$ cat config.mk
export PLATFORM = sky130hd
export DESIGN_NAME = seq_pattern_gen
export DESIGN_NICKNAME = d
export VERILOG_FILES = /design/src/rtl/seq_pattern_gen.sv
export SDC_FILE = /design/constraint.sdc
export NUM_CORES = 1
export LEC_CHECK = 0
export ABC_AREA = 1
export CORE_AREA = 2 2 51 53
export DETAILED_ROUTE_END_ITERATION = 8
export DIE_AREA = 0 0 53 55
export PLACE_DENSITY = 0.78
export SETUP_SLACK_MARGIN = 0.4
export SYNTH_ARGS = -nofsm -noshare
export SYNTH_HDL_FRONTEND = slang
export SYNTH_SLANG_ARGS = --single-unit
$ cat constraint.sdc
create_clock -name clk -period 1.4 [get_ports clk]
set_clock_uncertainty 0.2 [all_clocks]
set_input_delay 0.28 -clock clk [delete_from_list [all_inputs] [get_ports clk]]
set_output_delay 0.28 -clock clk [all_outputs]
set_load 0.01 [all_outputs]
$ cat src/rtl/seq_pattern_gen.sv
// seq_pattern_gen: serial pattern generator.
// A start request in IDLE latches a PAT_W-bit pattern (the input pattern or
// PAT_DEFAULT) and a repeat count. The pattern is then sent MSB first, one
// bit per clock, repeat_cnt times with no gap between repetitions.
// A one-cycle done pulse follows the burst.
//
// Optional build macro: SEQ_GEN_PARITY_EN
//   defined     - an even-parity bit (XOR of the pattern) follows each repetition
//   not defined - pattern bits only
//
// Ports:
//   clk          rising-edge clock
//   rst          asynchronous reset, active low
//   start        burst request, sampled only in IDLE
//   use_default  1: send PAT_DEFAULT, 0: send pattern
//   pattern      pattern to send, latched at an accepted start
//   repeat_cnt   number of repetitions, latched at an accepted start
//   out          serial data bit (0 whenever valid is low)
//   valid        out carries a stream bit this cycle
//   busy         state is not IDLE
//   done         one-cycle pulse at the end of a burst
//
// state | meaning
// IDLE  | waiting for start
// SEND  | shifting out pattern bits
// PAR   | parity bit after a repetition (SEQ_GEN_PARITY_EN only)
// DONE  | one-cycle end-of-burst pulse
module seq_pattern_gen #(
    parameter int               PAT_W       = 4,
    parameter logic [PAT_W-1:0] PAT_DEFAULT = 4'b1100,
    parameter int               CNT_W       = 8
) (
    input  logic             clk,
    input  logic             rst,
    input  logic             start,
    input  logic             use_default,
    input  logic [PAT_W-1:0] pattern,
    input  logic [CNT_W-1:0] repeat_cnt,
    output logic             out,
    output logic             valid,
    output logic             busy,
    output logic             done
);

    localparam int              BC_W     = $clog2(PAT_W);
    localparam logic [BC_W-1:0] BIT_LAST = BC_W'(PAT_W - 1);

`ifdef SEQ_GEN_PARITY_EN
    typedef enum logic [1:0] {
        IDLE = 2'd0,
        SEND = 2'd1,
        DONE = 2'd2,
        PAR  = 2'd3
    } state_t;
`else
    typedef enum logic [1:0] {
        IDLE = 2'd0,
        SEND = 2'd1,
        DONE = 2'd2
    } state_t;
`endif

    state_t            state, state_nxt;
    logic [PAT_W-1:0]  pat_reg, pat_nxt;
    logic [CNT_W-1:0]  rep, rep_nxt;
    logic [BC_W-1:0]   bit_cnt, bit_nxt;

    always_ff @(posedge clk or negedge rst) begin
        if (!rst) begin
            state   <= IDLE;
            pat_reg <= '0;
            rep     <= '0;
            bit_cnt <= '0;
        end else begin
            state   <= state_nxt;
            pat_reg <= pat_nxt;
            rep     <= rep_nxt;
            bit_cnt <= bit_nxt;
        end
    end

    // Outputs decode only the registered state and pattern register.
    always_comb begin
        state_nxt = state;
        pat_nxt   = pat_reg;
        rep_nxt   = rep;
        bit_nxt   = bit_cnt;
        out       = 1'b0;
        valid     = 1'b0;
        busy      = (state != IDLE);
        done      = 1'b0;

        case (state)
            IDLE: begin
                if (start) begin
                    pat_nxt   = use_default ? PAT_DEFAULT : pattern;
                    rep_nxt   = repeat_cnt;
                    bit_nxt   = BIT_LAST;
                    state_nxt = (repeat_cnt != '0) ? SEND : DONE;
                end
            end

            SEND: begin
                out     = pat_reg[PAT_W-1];
                valid   = 1'b1;
                // A full rotation brings the pattern back for the next repetition.
                pat_nxt = {pat_reg[PAT_W-2:0], pat_reg[PAT_W-1]};
                if (bit_cnt == '0) begin
                    bit_nxt = BIT_LAST;
`ifdef SEQ_GEN_PARITY_EN
                    state_nxt = PAR;
`else
                    rep_nxt = rep - 1'b1;
                    if (rep == CNT_W'(1)) begin
                        state_nxt = DONE;
                    end
`endif
                end else begin
                    bit_nxt = bit_cnt - 1'b1;
                end
            end

`ifdef SEQ_GEN_PARITY_EN
            PAR: begin
                out       = ^pat_reg;
                valid     = 1'b1;
                rep_nxt   = rep - 1'b1;
                state_nxt = (rep == CNT_W'(1)) ? DONE : SEND;
            end
`endif

            DONE: begin
                done      = 1'b1;
                state_nxt = IDLE;
            end

            default: begin
                state_nxt = IDLE;
            end
        endcase
    end

endmodule
==> reports/qor.yml <==
place:
  portbufs: 19
  finalWeightedCongestion: 0.891
  dp_hpwl_um: 2070
  dp_slack_ns: -0.320
timing:
  finalMaxSlewViolations: 0
  final_period_minus_worst_setup_slack_ns: 1.60
  setup_tns_ns: -2.39
  worst_relative_slew_slack_pct: 84.2
  final.period_utilization_pct: 115
  final.setup.worst_slack_ns: -0.204
  fmax_mhz: 623
  grt_setup_unrepaired: "true"
  hold_ws_ns: 0.0841
  final_report_hold_violation_count: 0
  worst_slew_pin_slew_ns: 0.237
  final-setup-viol-count: 19
routing:
  drt_iter0_drc: 29
  viasPerCell: 5.28
  postRouteAntennaNets: 0
  dr.pass1.iters: 4
  vias: 1178
  drcViolationCount: 0
  wl_per_cell_um: 14.0
  routed_wirelength_um: 3120
clock_tree:
  clock_sink_count: 16
  cts_made_buffers: 3
  max-clock-path-buffers: 2
  cts_tree: "done"
  cts-root-buf: "sky130_fd_sc_hd__clkbuf_4"
  path_clk_slew_ns: 0.10
  insertion_delay_ns: 0.30
  htree_num_levels: 1
critical_path:
  critPathCaptureType: "output pin"
  path_max_fanout: 2
  required_time_at_the_worst_slack_endpoint_ns: 0.92
  critical_path_class: "reg2out"
  critical_path_buf_inv_count: 3
  critical-path-top-delay-family: "flip-flops"
  worst_ep_arrival_time_ns: 1.12
  crit_path_top_delay_cell: "sky130_fd_sc_hd__dfrtp_1"
  series_of_cell_instances_along_the_critical_path: "buf_4, nor2_4, inv_1, buf_2"
  worst_path_largest_cell_delay_ns: 0.42
  critPathLaunchType: "register"
floorplan:
  core_box_area_mm2: 0.00236
  die_height_um: 55
  boundaryPins: 20
  die_area_mm2: 0.00292
  core.rowCount: 18
  initial_utilization_pct: 44.1
  dieWidth_um: 53
power_and_ir_drop:
  worst_ir_drop_vdd_v: 0.00146
  report.power.total_mw: 3.77
  power_density_over_cell_area_mw_per_mm2: 2240
  leakagePower_nw: 0.802
cells_and_area:
  mostFrequentLayoutCells: "sky130_fd_sc_hd__nand2_1 (26), sky130_fd_sc_hd__buf_4 (24), sky130_fd_sc_hd__inv_1 (16)"
  largest_reg_flops: 8
  num-nets-final: 213
  n_antenna_cell: 0
  fillers: 175
  area_delta_synth_final_pct: 61.8
  final_layout_size_suffix_gt1_share_pct: 39.9
  final_common_cell: "sky130_fd_sc_hd__nand2_1"
global_route:
  globalRoute.totalOverflow: 0
  grt_util_all_layers_pct: 25.1
  grt_util_met2_pct: 45.6
  groute.layer.met3.usage_pct: 3.49
  global_route.peak_usage_layer: "met2"
  grt_pass1_vias: 1201
  grt_max_degree: 17
  antenna_found_initial: 0
  global_route_wire_length_before_repair_um: 5180
  groute.layer.met1.usage_pct: 27.8
min_path:
  holdCritPathClass: "in2async"
logic_synthesis:
  yosys_warnings: 0
  synthDistinctLibCells: 25
  synth_area_mm2: 0.00104
  synthesis.area_per_instance_um2: 7.35
  synth_seq_area_share_pct: 38.4
  syn-instance-count: 142
  yosys_reg_bits: 16
  syn_nets: 161
status:
  status: "finished, violations left"
  failed_checks: "negative setup slack"
run:
  max_cap_viol_count: 0
==> cell usage after synthesis <==
master | count | area [µm²]
sky130_fd_sc_hd__nor3_1 | 2 | 10.0
sky130_fd_sc_hd__a22oi_1 | 1 | 7.51
sky130_fd_sc_hd__ha_1 | 3 | 37.5
sky130_fd_sc_hd__nor2_1 | 20 | 75.1
sky130_fd_sc_hd__nand2_4 | 3 | 33.8
sky130_fd_sc_hd__nor2_2 | 2 | 12.5
sky130_fd_sc_hd__nand3_1 | 8 | 40.0
sky130_fd_sc_hd__o22ai_1 | 1 | 6.26
sky130_fd_sc_hd__a31oi_1 | 1 | 6.26
sky130_fd_sc_hd__a21oi_1 | 7 | 35.0
sky130_fd_sc_hd__o21ai_0 | 12 | 60.1
sky130_fd_sc_hd__o21ai_2 | 1 | 8.76
sky130_fd_sc_hd__inv_1 | 20 | 75.1
sky130_fd_sc_hd__o21ai_1 | 6 | 30.0
sky130_fd_sc_hd__dfrtp_1 | 16 | 400
sky130_fd_sc_hd__o21ai_4 | 1 | 16.3
sky130_fd_sc_hd__nor2_4 | 1 | 11.3
sky130_fd_sc_hd__nand2_1 | 27 | 101
sky130_fd_sc_hd__nand4_1 | 1 | 6.26
sky130_fd_sc_hd__buf_6 | 2 | 22.5
sky130_fd_sc_hd__o211ai_1 | 1 | 7.51
sky130_fd_sc_hd__a21oi_2 | 2 | 17.5
sky130_fd_sc_hd__nand2_2 | 1 | 6.26
sky130_fd_sc_hd__inv_6 | 1 | 8.76
sky130_fd_sc_hd__inv_2 | 2 | 7.51
==> layer usage <==
layer / vias to the layer above / share of wire (%)
li1: 564 / -
met1: 561 / 41
met2: 46 / 53
met4: 0 / 2.3
met5: - / 0
met3: 7 / 4.3
==> cells by family (layout without fill, tap and decap cells) <==
kind of cell	after synthesis	in the layout	share of synthesized area, %
adders and majority gates	3	3	3.60
DFF	16	16	38.4
buffers and inverters	25	76	10.9
AOI/OAI and AO/OA	33	33	18.7
and+or+nand+nor	65	65	28.4
==> power by group <==
group / total [mW] / internal [mW] / switching (mW)
combinational: 2.57 / 1.22 / 1.35
sequential: 0.882 / 0.686 / 0.196
clock: 0.324 / 0.159 / 0.165
total: 3.77 / 2.06 / 1.71
==> per-stage QoR <==
step	instances	area, µm²	util, %
detailed placement	209	1460	61.9
floorplan	142	1110	-
CTS	219	1640	69.2
finish	223	1690	71.4
global placement	209	1460	61.9
global route	223	1690	71.4
==> layout make-up <==
cell class / instances / area (µm²) / share of cell area, %
clock buffer: 4 / 36.3 / 2.15
inverter: 23 / 93.8 / 5.56
multi-input combinational: 101 / 658 / 39.0
sequential: 16 / 402 / 23.8
tap: 30 / 37.5 / 2.22
timing repair buffer: 49 / 460 / 27.3
==> final timing paths <==
check	slack, ns	to	startpoint	cells past startpoint
max	-0.20	busy	state[1]$_DFFE_PN0P_	4
min in group clk	0.32	rep[7]$_DFFE_PN0P_	rep[7]$_DFFE_PN0P_	2
max in group asynchronous	0.72	state[0]$_DFFE_PN0P_	rst	2
min	0.08	state[1]$_DFFE_PN0P_	rst	2
max reg2reg	-0.17	rep[5]$_DFFE_PN0P_	state[0]$_DFFE_PN0P_	7
min reg2reg	0.32	rep[7]$_DFFE_PN0P_	rep[7]$_DFFE_PN0P_	2
==> timing repair <==
| item | in CTS | in global routing |
|---|---|---|
| setup buffers | 5 | 4 |
| gates cloned | 1 | 0 |
| pin swaps | 5 | 4 |
| hold endpoints to repair | 0 | 0 |
| setup endpoints to repair | 20 | 20 |
| hold buffers | 0 | 0 |
| resized for setup | 37 | 6 |
Note: power is estimated with default switching activity, not from simulation.
